--- src/rtl/ss_display_scanner.sv ---
// Two-digit seven-segment scanner: latches an AXIS frame and multiplexes it onto
// a shared segment bus with dead-time between digits and a minimum per-frame hold.
module ss_display_scanner #(
    parameter int REFRESH_CYCLES = 50000,
    parameter int BLANK_CYCLES   = 2,
    parameter int HOLD_CYCLES    = 1000000,
    parameter bit SEG_ACTIVE_LOW = 1'b1
) (
    input  logic            clk,
    input  logic            rst,
    input  logic            s_valid,
    output logic            s_ready,
    input  logic [1:0][6:0] s_data,
    input  logic            blank,
    output logic [6:0]      seg,
    output logic [1:0]      an
);

    localparam int MAX_LEN = (REFRESH_CYCLES > BLANK_CYCLES) ? REFRESH_CYCLES : BLANK_CYCLES;
    localparam int CNT_W   = (MAX_LEN > 1) ? $clog2(MAX_LEN) : 1;
    localparam int HOLD_W  = $clog2(HOLD_CYCLES + 2);
    localparam bit HAS_BLANK = (BLANK_CYCLES > 0);

    localparam logic [CNT_W-1:0]  REFRESH_LAST = CNT_W'(REFRESH_CYCLES - 1);
    localparam logic [CNT_W-1:0]  BLANK_LAST   = CNT_W'(HAS_BLANK ? BLANK_CYCLES - 1 : 0);
    localparam logic [HOLD_W-1:0] HOLD_MAX     = HOLD_W'(HOLD_CYCLES);

    typedef enum logic [2:0] {
        ST_IDLE,
        ST_BLANK0,
        ST_DIG0,
        ST_BLANK1,
        ST_DIG1
    } state_t;

    state_t            state_reg, state_next;
    logic [CNT_W-1:0]  cnt_reg, cnt_next;
    logic [HOLD_W-1:0] hold_reg, hold_next;
    logic [1:0][6:0]   frame_reg, frame_next;
    logic              s_ready_reg, s_ready_next;
    logic [6:0]        seg_reg;
    logic [1:0]        an_reg;
    logic              transfer;
    logic [1:0]        an_on;
    logic [6:0]        seg_on;

    assign transfer = s_valid && s_ready_reg;

    always_comb begin
        state_next = state_reg;
        cnt_next   = cnt_reg;
        hold_next  = hold_reg;
        frame_next = frame_reg;
        if (transfer) begin
            // A new frame always restarts the scan from the top and re-arms the hold.
            frame_next = s_data;
            state_next = HAS_BLANK ? ST_BLANK0 : ST_DIG0;
            cnt_next   = '0;
            hold_next  = '0;
        end else begin
            if (state_reg != ST_IDLE && hold_reg != HOLD_MAX) begin
                hold_next = hold_reg + 1'b1;
            end
            case (state_reg)
                ST_BLANK0: begin
                    if (cnt_reg == BLANK_LAST) begin
                        state_next = ST_DIG0;
                        cnt_next   = '0;
                    end else begin
                        cnt_next = cnt_reg + 1'b1;
                    end
                end
                ST_DIG0: begin
                    if (cnt_reg == REFRESH_LAST) begin
                        state_next = HAS_BLANK ? ST_BLANK1 : ST_DIG1;
                        cnt_next   = '0;
                    end else begin
                        cnt_next = cnt_reg + 1'b1;
                    end
                end
                ST_BLANK1: begin
                    if (cnt_reg == BLANK_LAST) begin
                        state_next = ST_DIG1;
                        cnt_next   = '0;
                    end else begin
                        cnt_next = cnt_reg + 1'b1;
                    end
                end
                ST_DIG1: begin
                    if (cnt_reg == REFRESH_LAST) begin
                        state_next = HAS_BLANK ? ST_BLANK0 : ST_DIG0;
                        cnt_next   = '0;
                    end else begin
                        cnt_next = cnt_reg + 1'b1;
                    end
                end
                default: ;
            endcase
        end
    end

    // Ready rises HOLD_CYCLES edges after the transfer; always ready while idle.
    assign s_ready_next = (state_next == ST_IDLE) || (hold_next == HOLD_MAX);

    // Outputs are decoded from the next state so a phase is visible on the edge it begins.
    genvar gi;
    for (gi = 0; gi < 2; gi++) begin : g_digit
        assign an_on[gi] = !blank && (state_next == ((gi == 0) ? ST_DIG0 : ST_DIG1));
    end

    always_comb begin
        seg_on = '0;
        if (an_on[0]) begin
            seg_on = frame_next[0];
        end else if (an_on[1]) begin
            seg_on = frame_next[1];
        end
    end

    always_ff @(posedge clk) begin
        if (rst) begin
            state_reg   <= ST_IDLE;
            cnt_reg     <= '0;
            hold_reg    <= '0;
            frame_reg   <= '0;
            s_ready_reg <= 1'b0;
            seg_reg     <= {7{SEG_ACTIVE_LOW}};
            an_reg      <= {2{SEG_ACTIVE_LOW}};
        end else begin
            state_reg   <= state_next;
            cnt_reg     <= cnt_next;
            hold_reg    <= hold_next;
            frame_reg   <= frame_next;
            s_ready_reg <= s_ready_next;
            seg_reg     <= seg_on ^ {7{SEG_ACTIVE_LOW}};
            an_reg      <= an_on ^ {2{SEG_ACTIVE_LOW}};
        end
    end

    assign s_ready = s_ready_reg;
    assign seg     = seg_reg;
    assign an      = an_reg;

endmodule

--- config.mk ---
export PLATFORM = sky130hd
export DESIGN_NAME = ss_display_scanner
export DESIGN_NICKNAME = d
export VERILOG_FILES = /design/src/rtl/ss_display_scanner.sv
export SDC_FILE = /design/constraint.sdc
export NUM_CORES = 1
export LEC_CHECK = 0
export ABC_AREA = 0
export BUFFER_PORTS_ARGS = -buffer_cell sky130_fd_sc_hd__buf_4
export CAP_MARGIN = 20
export CORE_MARGIN = 4
export CORE_UTILIZATION = 60
export DETAILED_ROUTE_END_ITERATION = 16
export PLACE_DENSITY = 0.89
export SLEW_MARGIN = 20
export SYNTH_ARGS = -nofsm -noshare
export SYNTH_HDL_FRONTEND = slang
export SYNTH_SLANG_ARGS = --single-unit
--- constraint.sdc ---
create_clock -name clk -period 4.58 [get_ports clk]
set_input_delay 0.916 -clock clk [delete_from_list [all_inputs] [get_ports clk]]
set_output_delay 0.916 -clock clk [all_outputs]
set_load 0.02 [all_outputs]
==> results.sh <==
export IMPL_layout_drive_gt1_share=0.1378
export IMPL_netlist_area_mm2=0.003055
export IMPL_hpwlAfterDp_um=4554
export IMPL_setup_ws_ns=1.739
export IMPL_path_delay_family="simple AND/OR/NAND/NOR gates"
export IMPL_postRouteAntennaNets=0
export IMPL_swShare=0.2479
export IMPL_final_cell_mix="dfxtp_1 (63), nor2_1 (48), nand2_1 (45), buf_4 (27), xnor2_1 (23)"
export IMPL_port_buffers=27
export IMPL_power_per_cell_area_mw_per_mm2=306.3
export IMPL_r2r_cells=8
export IMPL_rsz0062_at_grt="no"
export IMPL_fin_cells=459
export IMPL_post_route_min_period_ns=2.841
export IMPL_numCtsBuffers=9
export IMPL_final_common_cell="dfxtp_1"
export IMPL_cts_tree="built"
export IMPL_drc=0
export IMPL_postSynthAreaPerCell_um2=8.325
export IMPL_synth_edf_count=0
export IMPL_antenna_found_initial=0
export IMPL_cpMaxStageDelayCell="nand2b_1"
export IMPL_htree_num_levels=3
export IMPL_clk_pin_slew_ns=0.08
export IMPL_largest_reg_flops=20
export IMPL_p_int_mw=0.7952
export IMPL_vias_per_cell=5.808
export IMPL_hold_path_depth=2
export IMPL_overflow=0
export IMPL_path_class="in2reg"
export IMPL_vias=2666
export IMPL_period_share=0.6203
export IMPL_nNetsFinal=409
export IMPL_rows=25
export IMPL_synth_area_top_cells="dfxtp_1 (41%), xnor2_1 (6.6%), nor2_1 (5.9%), nand2_1 (5.5%), xor2_1 (4.0%)"
export IMPL_postLayoutCellArea_mm2=0.003452
export IMPL_worstPathRequired_ns=4.86
export IMPL_drt_initial_drc_count=263
export IMPL_final_setup_skew_ns=0.01274
export IMPL_setup_tns_ns=0
export IMPL_cts_hold_buf=0
export IMPL_ys_seq_area_frac=0.4128
export IMPL_min_path_type="reg2reg"
export IMPL_p_sw_mw=0.2621
export IMPL_synthCells=367
export IMPL_crit_chain="buf_4, nand2_1, nand2b_1, a21oi_1, nand4b_1, a2111oi_0, a31o_2"
export IMPL_cts_root_buf="clkbuf_8"
export IMPL_clock_path_buffers=2
export IMPL_yosys_cell_types_count=46
export IMPL_fp_dieArea_mm2=0.006298
export IMPL_max_slew_margin=0.4884
export IMPL_cap_violations=0
export IMPL_hold_ws_ns=0.4603
export IMPL_cp_depth=7
export IMPL_cp_buffers_inverters=1
export IMPL_nFillCells=390
export IMPL_cts_setup_buffers=0
export IMPL_first_pass_iters=5
export IMPL_synth_fp_nets=389
export IMPL_start_util=0.6343
export IMPL_finalSetupViolations=0
export IMPL_die_width_um=79.36
export IMPL_dp_slack_ns=1.356
export IMPL_max_stage_delay_ns=0.57
export IMPL_diodes=0
export IMPL_grt_use_total=0.2328
export IMPL_globalplace_congestion=0.9656
export IMPL_seqPwrFrac=0.531
export IMPL_run_status="finished, final reports clean"
export IMPL_p_comb_frac=0.059
export IMPL_ys_async_sr_fraction=0
export IMPL_yosys_area_top_type="dfxtp_1"
export IMPL_dp_cells=443
export IMPL_post_dp_cell_area_mm2=0.003269
export IMPL_core_area_mm2=0.004817
export IMPL_wl_per_cell_um=14.38
export IMPL_ys_ff_latch=63
export IMPL_arrival_ns=3.12
export IMPL_yosysWarnings=0
export IMPL_cts_resized=0
export IMPL_leakagePower_nw=1.215
export IMPL_finalHoldViolations=0
export IMPL_grt_pass1_wl_um=11580
export IMPL_timing_fmax_ghz=0.3520
export IMPL_area_growth_pct=12.98
export IMPL_pin_count=28
export IMPL_ir_drop_uv=160.5
export IMPL_clk_latency_ns=0.34
export IMPL_start_kind="primary input"
export IMPL_endpoint_kind="flop"
export IMPL_dieHeight_um=79.36
export IMPL_finalMaxSlewViolations=0
export IMPL_routed_wl_um=6602
export IMPL_clock_power_share=0.410
export IMPL_synth_top_area_frac=0.4128
export IMPL_grt_max_degree=22
export IMPL_crit_fanout=20
export IMPL_worst_slew_pin_slew_ns=0.7674
export IMPL_clock_sinks=63
export IMPL_first_global_vias=2599
export IMPL_synth_flop_cell="dfxtp_1"
-- final timing paths --
path / startpoint / end / slack (ns)
max: s_valid / s_ready / 1.74
min: frame_reg[5] / frame_reg[5] / 0.46
max reg2reg: cnt_reg[0] / seg[3] / 1.76
min reg2reg: frame_reg[5] / frame_reg[5] / 0.46
-- area by class of cell --
cell class,count,area [um2],share of cell area
timing repair buffer,27,202.7,0.05872
tap,67,83.83,0.02428
inverter,9,33.78,0.009786
clock inverter,6,45.04,0.01305
multi-input combinational,277,1688,0.4889
clock buffer,10,137.6,0.03987
sequential,63,1261,0.3653
-- cell usage after synthesis, drive strengths merged, types with 5 or more instances --
cell type and instances:
nand3 17, dfxtp 63, nand2b 6, xor2 14, a22oi 5, nand2 45
and3 5, nor4 5, inv 9, nor2 48, xnor2 23, clkbuf 14
and2 5, a21oi 21, o21ai 13, nand4 12, or3 9, nor3 9
-- metrics by stage --
step	util	total power, mW
after detailed placement	0.6787	0.6361
after global routing	0.7166	1.101
final	0.7166	1.057
after global placement	0.6787	0.6333
after floorplan	-	0.6142
after CTS	0.7166	1.066
-- worst register-to-register path: stages, from the launching register on --
cell,delay [ns]
dfxtp_1,0.42
ha_1,0.16
or4b_1,0.44
or4_4,0.52
mux2i_1,0.14
a21oi_1,0.11
nor3_2,0.20
nor4b_2,0.52
a22oi_1,0.17
-- kinds of logic after synthesis --
family	after synthesis	share of synthesized area
fa+ha+maj	4	0.01638
buf+inv	27	0.03481
xor+xnor	37	0.1061
flops	63	0.4128
compound gates	50	0.09828
mux	4	0.01310
simple gates	182	0.3186
-- power groups by stage --
stage	sequential, mW	clock [mW]	combinational, mW
6_report	0.562	0.434	0.0620
5_1_grt	0.562	0.469	0.0700
4_1_cts	0.561	0.442	0.0625
3_5_place_dp	0.574	0	0.0620
3_3_place_gp	0.574	0	0.0597
2_1_floorplan	0.573	0	0.0412
-- metal layers --
layer  routed length (um)  GRT usage  up-vias
li1                     -          -     1314
met4                  111     0.1203        0
met5                    0          0        -
met2                 3133     0.3662       94
met1                 3028     0.3011     1246
met3                  328    0.04762       12
(Power assumes the default switching activity.)
